File: config.mk
export PLATFORM = sky130hd
export DESIGN_NAME = mioc_dram_seq
export DESIGN_NICKNAME = d
export VERILOG_FILES = /design/src/rtl/mioc_dram_seq.sv
export SDC_FILE = /design/constraint.sdc
export NUM_CORES = 1
export LEC_CHECK = 0
export CAP_MARGIN = 10
export CORE_MARGIN = 2
export CORE_UTILIZATION = 35
export CTS_BUF_LIST = sky130_fd_sc_hd__clkbuf_8 sky130_fd_sc_hd__clkbuf_16
export DETAILED_ROUTE_END_ITERATION = 8
export DONT_BUFFER_PORTS = 1
export MAX_ROUTING_LAYER = met4
export PLACE_DENSITY = 0.46
export SYNTH_ARGS = -nofsm -noshare
export SYNTH_HDL_FRONTEND = slang
export SYNTH_SLANG_ARGS = --single-unit
export TNS_END_PERCENT = 100
File: constraint.sdc
create_clock -name B_PHI -period 2 [get_ports B_PHI]
set_input_delay 0.6 -clock B_PHI [delete_from_list [all_inputs] [get_ports B_PHI]]
set_output_delay 0.6 -clock B_PHI [all_outputs]
set_load 0.1 [all_outputs]
File: src/rtl/mioc_dram_seq.sv
// DRAM cycle sequencer (RAS/MUX/CAS timing, refresh) and 6801 DMA bus arbiter for the MIOC.
// Optional opcode-fetch wait state is built when MIOC_DRAM_WAIT_EN is defined.
module mioc_dram_seq #(
  parameter int unsigned RAS_TO_MUX = 1,
  parameter int unsigned MUX_TO_CAS = 1,
  parameter int unsigned CAS_WIDTH  = 2,
  parameter int unsigned PRECHARGE  = 1
) (
  input  logic B_PHI,
  input  logic RST_N,
  input  logic BMREQ_N,
  input  logic BRD_N,
  input  logic N_BWR,
  input  logic BRFSH_N,
  input  logic BM1_N,
  input  logic BA15,
  input  logic DMA_N,
  input  logic BUSAK_N,
  output logic BUSRQ_N,
  output logic ADDRBUFEN_N,
  output logic IS3_N,
  output logic RAS_N,
  output logic MUX,
  output logic CAS1_N,
  output logic CAS2_N,
  output logic MWAIT_N
);

  localparam logic [2:0] LdRas = 3'(RAS_TO_MUX - 1);
  localparam logic [2:0] LdMux = 3'(MUX_TO_CAS - 1);
  localparam logic [2:0] LdCas = 3'(CAS_WIDTH - 1);
  localparam logic [2:0] LdPre = 3'(PRECHARGE - 1);

  typedef enum logic [2:0] {SeqIdle, SeqRas, SeqMux, SeqCas, SeqPre} seq_e;
  typedef enum logic [2:0] {ArbIdle, ArbReq, ArbGnt, ArbDrain, ArbRel} arb_e;

  seq_e       seq_q, seq_d;
  arb_e       arb_q, arb_d;
  logic [2:0] cnt_q, cnt_d;
  logic       armed_q, armed_d;
  logic       rfsh_q, rfsh_d;
  logic       bank_q, bank_d;
  logic       start;

  logic ras_n_q, ras_n_d;
  logic mux_q, mux_d;
  logic cas1_n_q, cas1_n_d;
  logic cas2_n_q, cas2_n_d;
  logic busrq_n_q, busrq_n_d;
  logic abe_n_q, abe_n_d;
  logic is3_n_q, is3_n_d;
  logic mwait_n_d;
  logic mwait_n_q;

  // State register
  always_ff @(posedge B_PHI or negedge RST_N) begin
    if (!RST_N) begin
      seq_q     <= SeqIdle;
      arb_q     <= ArbIdle;
      cnt_q     <= '0;
      armed_q   <= 1'b0;
      rfsh_q    <= 1'b0;
      bank_q    <= 1'b0;
      ras_n_q   <= 1'b1;
      mux_q     <= 1'b0;
      cas1_n_q  <= 1'b1;
      cas2_n_q  <= 1'b1;
      busrq_n_q <= 1'b1;
      abe_n_q   <= 1'b0;
      is3_n_q   <= 1'b1;
      mwait_n_q <= 1'b1;
    end else begin
      seq_q     <= seq_d;
      arb_q     <= arb_d;
      cnt_q     <= cnt_d;
      armed_q   <= armed_d;
      rfsh_q    <= rfsh_d;
      bank_q    <= bank_d;
      ras_n_q   <= ras_n_d;
      mux_q     <= mux_d;
      cas1_n_q  <= cas1_n_d;
      cas2_n_q  <= cas2_n_d;
      busrq_n_q <= busrq_n_d;
      abe_n_q   <= abe_n_d;
      is3_n_q   <= is3_n_d;
      mwait_n_q <= mwait_n_d;
    end
  end

  // Sequencer next state; refresh walks the same states with MUX/CAS suppressed
  always_comb begin
    seq_d   = seq_q;
    cnt_d   = cnt_q;
    armed_d = armed_q | BMREQ_N;
    rfsh_d  = rfsh_q;
    bank_d  = bank_q;
    start   = 1'b0;
    unique case (seq_q)
      SeqIdle: begin
        if (armed_q && !BMREQ_N && (!BRFSH_N || !BRD_N || !N_BWR)) begin
          start   = 1'b1;
          seq_d   = SeqRas;
          cnt_d   = LdRas;
          armed_d = 1'b0;
          rfsh_d  = !BRFSH_N;
          bank_d  = BA15;
        end
      end
      SeqRas: begin
        if (cnt_q == 3'd0) begin
          seq_d = SeqMux;
          cnt_d = LdMux;
        end else begin
          cnt_d = cnt_q - 3'd1;
        end
      end
      SeqMux: begin
        if (cnt_q == 3'd0) begin
          seq_d = SeqCas;
          cnt_d = LdCas;
        end else begin
          cnt_d = cnt_q - 3'd1;
        end
      end
      SeqCas: begin
        if (cnt_q != 3'd0) begin
          cnt_d = cnt_q - 3'd1;
        end else if (rfsh_q || BMREQ_N) begin
          seq_d = SeqPre;
          cnt_d = LdPre;
        end
      end
      SeqPre: begin
        if (cnt_q == 3'd0) begin
          seq_d = SeqIdle;
        end else begin
          cnt_d = cnt_q - 3'd1;
        end
      end
      default: seq_d = SeqIdle;
    endcase
  end

  // Arbiter next state; bus ownership only changes while the sequencer is idle
  always_comb begin
    arb_d = arb_q;
    unique case (arb_q)
      ArbIdle:  if (!DMA_N) arb_d = ArbReq;
      ArbReq:   if (!BUSAK_N && seq_d == SeqIdle) arb_d = ArbGnt;
      ArbGnt:   if (DMA_N) arb_d = (seq_d == SeqIdle) ? ArbRel : ArbDrain;
      ArbDrain: if (seq_d == SeqIdle) arb_d = ArbRel;
      ArbRel:   if (BUSAK_N) arb_d = ArbIdle;
      default:  arb_d = ArbIdle;
    endcase
  end

  // Registered outputs decoded from next state
  always_comb begin
    ras_n_d   = !(seq_d inside {SeqRas, SeqMux, SeqCas});
    mux_d     = (seq_d inside {SeqMux, SeqCas}) && !rfsh_d;
    cas1_n_d  = !(seq_d == SeqCas && !rfsh_d && !bank_d);
    cas2_n_d  = !(seq_d == SeqCas && !rfsh_d && bank_d);
    busrq_n_d = arb_d inside {ArbIdle, ArbRel};
    abe_n_d   = arb_d inside {ArbGnt, ArbDrain};
    is3_n_d   = (arb_d != ArbGnt);
  end

`ifdef MIOC_DRAM_WAIT_EN
  logic wait_q, wait_d;

  // Only CPU opcode fetches wait; DMA and refresh cycles never do
  always_comb begin
    wait_d = wait_q;
    if (start) wait_d = !BM1_N && BRFSH_N && !(arb_q inside {ArbGnt, ArbDrain});
    mwait_n_d = !(wait_d && (seq_d inside {SeqRas, SeqMux}));
  end

  always_ff @(posedge B_PHI or negedge RST_N) begin
    if (!RST_N) wait_q <= 1'b0;
    else        wait_q <= wait_d;
  end
`else
  logic unused_bm1_n;
  assign unused_bm1_n = BM1_N;
  assign mwait_n_d    = 1'b1;
`endif

  assign RAS_N       = ras_n_q;
  assign MUX         = mux_q;
  assign CAS1_N      = cas1_n_q;
  assign CAS2_N      = cas2_n_q;
  assign BUSRQ_N     = busrq_n_q;
  assign ADDRBUFEN_N = abe_n_q;
  assign IS3_N       = is3_n_q;
  assign MWAIT_N     = mwait_n_q;

endmodule
After elaboration in Yosys (flattened, before gate mapping)
Cells that the tools add are included.
- input port bits: 10
- output and inout bits: 8
- logic and storage cells: 92
- register bits: 19
- equal/unequal tests: 18
- reductions and logical operators: 32
- muxes and demuxes: 27
- bitwise gates (word level): 1
- $add $sub $neg: 1
- operators by type and width (cell ; count):
    3-bit two-way mux ; 18
    3-bit one-hot mux with 5 select lines ; 3
    3-bit by 2-bit == test with 1-bit output (second input constant) ; 8
    3-bit zero test ; 5
    1-bit zero test ; 10
    3-bit by 1-bit == test with 1-bit output (second input constant) ; 3
    3-bit == test (second input constant) ; 3
    1-bit logical AND ; 7
    1-bit two-way mux ; 6
    2-bit nonzero test ; 3
    3-bit nonzero test ; 2
    5-bit nonzero test ; 1
    2-bit != test (second input constant) ; 2
    4-bit AND reduction ; 1
    1-bit logical OR ; 3
    3-bit by 2-bit != test with 1-bit output (second input constant) ; 1
    3-bit != test (second input constant) ; 1
    3-bit by 1-bit subtractor with 3-bit output (second input constant) ; 1
    1-bit OR ; 1

Logic depth before layout (Yosys ltp)
- depth in word-level cells: 12
- depth in mapped cells: 7
- depth with buffers taken out: 6

Least setup slack after synthesis
OpenSTA, ideal clock, no wires.
- path kind: in2reg
- start point: in BMREQ_N
- end point: reg cnt_q[1]
- library setup time: 0.125 ns
- path slack: 0.128 ns
- path buffers: 0
- stages: 4
- arrival time: 1.747 ns
- data required time: 1.875 ns
- path through: nand2b_1 -> o21ai_1 -> and3_1 -> mux2_2
- word-level cells in the longest chain between the ends: 5
- elaborated cells between the ends (all ways): 7
- classes of those cells: eq/ne (2); reduce/logical (5)
- ends and longest elaborated chain (element ; RTL line ; text):
    from (decl) ; 11 ; input logic BMREQ_N,
    1-bit zero test ; 100 ; if (armed_q && !BMREQ_N && (!BRFSH_N || !BRD_N || !N_BWR)) begin
    1-bit logical AND (2 in a row) ; 100 ;
    2-bit != test (no source line) ; -- ;
    4-bit AND reduction (no source line) * ; -- ;
    to (signal assigned) ; 75 ; cnt_q <= cnt_d;
    to (decl) ; 39 ; logic [2:0] cnt_q, cnt_d;
Mark *: on every way between the ends. The rest lies on a longest branch, timed or not.
A chain may end at the register's enable or synchronous reset.

Final worst setup path
- start point: reg cnt_q[0]
- end point: reg cnt_q[1]
- word-level cells in the longest chain between the ends: 3
- elaborated cells between the ends (all ways): 11
- classes of those cells: add/sub (1); eq/ne (2); mux (5); reduce/logical (3)
- ends and longest elaborated chain (element ; RTL line ; text):
    3-bit by 1-bit subtractor with 3-bit output, or another cell as far along ; -- ;
    3-bit two-way mux, or another cell as far along ; 134 ; if (cnt_q == 3'd0) begin
    3-bit one-hot mux with 5 select lines or 4-bit AND reduction (tied branches) ; -- ;
Parallel ways exist; a longest one is shown, timed or not. The select of a mux whose other input is x is not followed.

==> flow_summary.ini <==
[clock_tree]
clkLatencyLatePin_ps = 250
cts_buffer_depth = 2
cts_setup_buffers = 0
cts_tree = done
hold_buffers = 0
cts.clk_slew.worst_paths_ps = 80
clock-sinks = 19
ctsHtreeMaxLevel = 1
clock-root-buffer = clkbuf_8
cts_resized = 0
cts_made_buffers = 3

[worst_setup_path]
arrival_ps = 1950
r2r_cells = 6
crit_start = cnt_q[0]
worst-setup-path-type = reg2reg
rr_startpoint = cnt_q[0]
reg2reg_setup_slack_ps = 200
worstSetupEndpointType = flip-flop
endpoint = cnt_q[1]
startpoint_type = flip-flop
crit_fanout = 5
required_ps = 2140
timing.rr.end = cnt_q[1]

[timing]
finalHoldViolCount = 0
fin_skew_ps = 3.90
drv_slew = 0
setup_viol = 0
worst_slack_ps = 197
hold_slack_ps = 30.5
fin_crit_sh = 0.902
setup_tns_ps = 0
min_period_ps = 1800
max_freq_mhz = 555
rsz0062_at_grt = false

[logic_synthesis]
ys.flop_type = dfrtp_1
syn_avg_cell_area_um2 = 10.1
synth_nets = 117
synth_compound_area_frac = 0.174
ys_top_cells_by_area = dfrtp_1, dfstp_2, nor4_4, nand2b_1, nor2_1
synth_edf_count = 0
syn_inst = 105
ys_top_cells_by_count = dfrtp_1, nor2_1
synth.most_common_cell = dfrtp_1
synth-seq-cells = 19
synth_cell_types = 43
synthArstFlopShare = 1.00
synth_area_um2 = 1060
synth_top_cell_area_share = 0.332
yosysSeqAreaShare = 0.456
synth-xor-area-share = 0
synth_area_leader_cell = dfrtp_1
yosys_warnings = 0
synth-adder-area-share = 0.0237
synth_top_family_by_area = simple AND/OR/NAND/NOR gates
synth-simple-area-share = 0.261
muxShareOfSynthArea = 0.0296

[global_routing]
grt_max_degree = 20
first_global_vias = 774
grt_remaining_overflow = 0
grt_pass1_wl_mm = 3.41
antenna_found_initial = 0
grt_use_total = 0.135

[layout]
synthToLayoutAreaGrowth_pct = 10.7
final_layout_size_suffix_gt1_frac = 0.230
final_util = 0.417
finalNetCount = 126
diodes = 0
final.fill_count = 288

[drt]
vias = 793
drtIter0Drc = 26
routed_via_density = 5.51
wirelength_mm = 2.08
drtPass1Iterations = 6
drcViolationCount = 1
drtAntennaViolNets = 0
drt-wirelength-per-cell_um = 14.4

[floorplanning]
die_h_um = 58.9
dieArea_um2 = 3470
coreArea_um2 = 2810
placementRows = 19
initial_core_util = 0.376
die_width_um = 58.9
io_pins = 18

[placement]
place_ws_ps = 199
place_hpwl_mm = 1.54
place_congestion = 0.754
io_buffers = 0

[min_path]
holdCritPathClass = in2async

[job]
maxCapViolCount = 0

[outcome]
failed_checks = design-rule violations
status = finished with violations
critical path, stage by stage (launching register included):
cell and delay (ps):
dfrtp_1 370, inv_1 90, ha_1 220, nor2b_1 180
a31oi_1 230, and3_1 250, mux2_2 350
metal layers:
metal  up-vias  track usage  routed length, µm  part of all wire
met5         -            -                  0                 0
met4         0       0.0487                 13            0.0063
met3         2       0.0198                 91             0.044
met2        16        0.214                999              0.48
met1       381        0.176                974              0.47
li1        394            -                  -                 -
layout make-up:
class                           instances  area [µm²]  area share
Sequential cell                        19         482       0.412
Tap cell                               31        38.8      0.0332
Clock buffer                            3        41.3      0.0353
Timing Repair Buffer                    9        67.6      0.0578
Multi-Input combinational cell         77         519       0.444
Clock inverter                          1        5.00     0.00428
Inverter                                4        15.0      0.0128
registers in the layout, summed over array words and instances (netlist names):
signal / count
BUSRQ_N: 1
seq_q: 3
cnt_q: 3
ADDRBUFEN_N: 1
bank_q: 1
armed_q: 1
RAS_N: 1
IS3_N: 1
MUX: 1
CAS2_N: 1
arb_q: 3
CAS1_N: 1
rfsh_q: 1
logic make-up after synthesis:
family / after synthesis
and+or+nand+nor: 45
AOI/OAI and AO/OA: 26
other: 1
adders and majority gates: 2
muxes: 3
buffers and inverters: 9
DFF: 19
worst min-delay path by stage:
stage | endpoint | slack (ps) | cells past startpoint
floorplan | ADDRBUFEN_N | 300 | 0
global placement | armed_q | 300 | 0
detailed placement | armed_q | 300 | 0
CTS | armed_q | 30 | 0
global route | cnt_q[0] | 20 | 0
finish | armed_q | 30 | 0
cells in the final DEF, fill, tap and decap left out, types with 2 or more instances in the layout:
master | Yosys | final
o21ai_0 | 2 | 2
clkbuf_8 | 0 | 3
inv_1 | 4 | 4
dfstp_2 | 5 | 5
nor3_1 | 4 | 4
mux2i_1 | 2 | 2
a21oi_1 | 5 | 5
dfrtp_1 | 14 | 14
nand3_1 | 4 | 4
and3_1 | 2 | 2
or2_2 | 2 | 2
nor2_1 | 8 | 8
nor3b_1 | 2 | 2
a31oi_1 | 3 | 3
a21o_1 | 3 | 3
nand4_1 | 2 | 2
or3_1 | 2 | 2
nand2b_1 | 5 | 5
buf_4 | 1 | 9
ha_1 | 2 | 2
nor4_4 | 2 | 2
nand2_1 | 5 | 5
nor4_1 | 2 | 2
o2bb2ai_1 | 2 | 2
stage by stage:
step                instances  instance area (µm²)
floorplan                 105                 1060
global placement          140                 1120
detailed placement        140                 1120
CTS                       144                 1170
global route              144                 1170
finish                    144                 1170
Power is not shown: default switching activity piles up to over one toggle a cycle in this logic, so the estimate is an artifact.
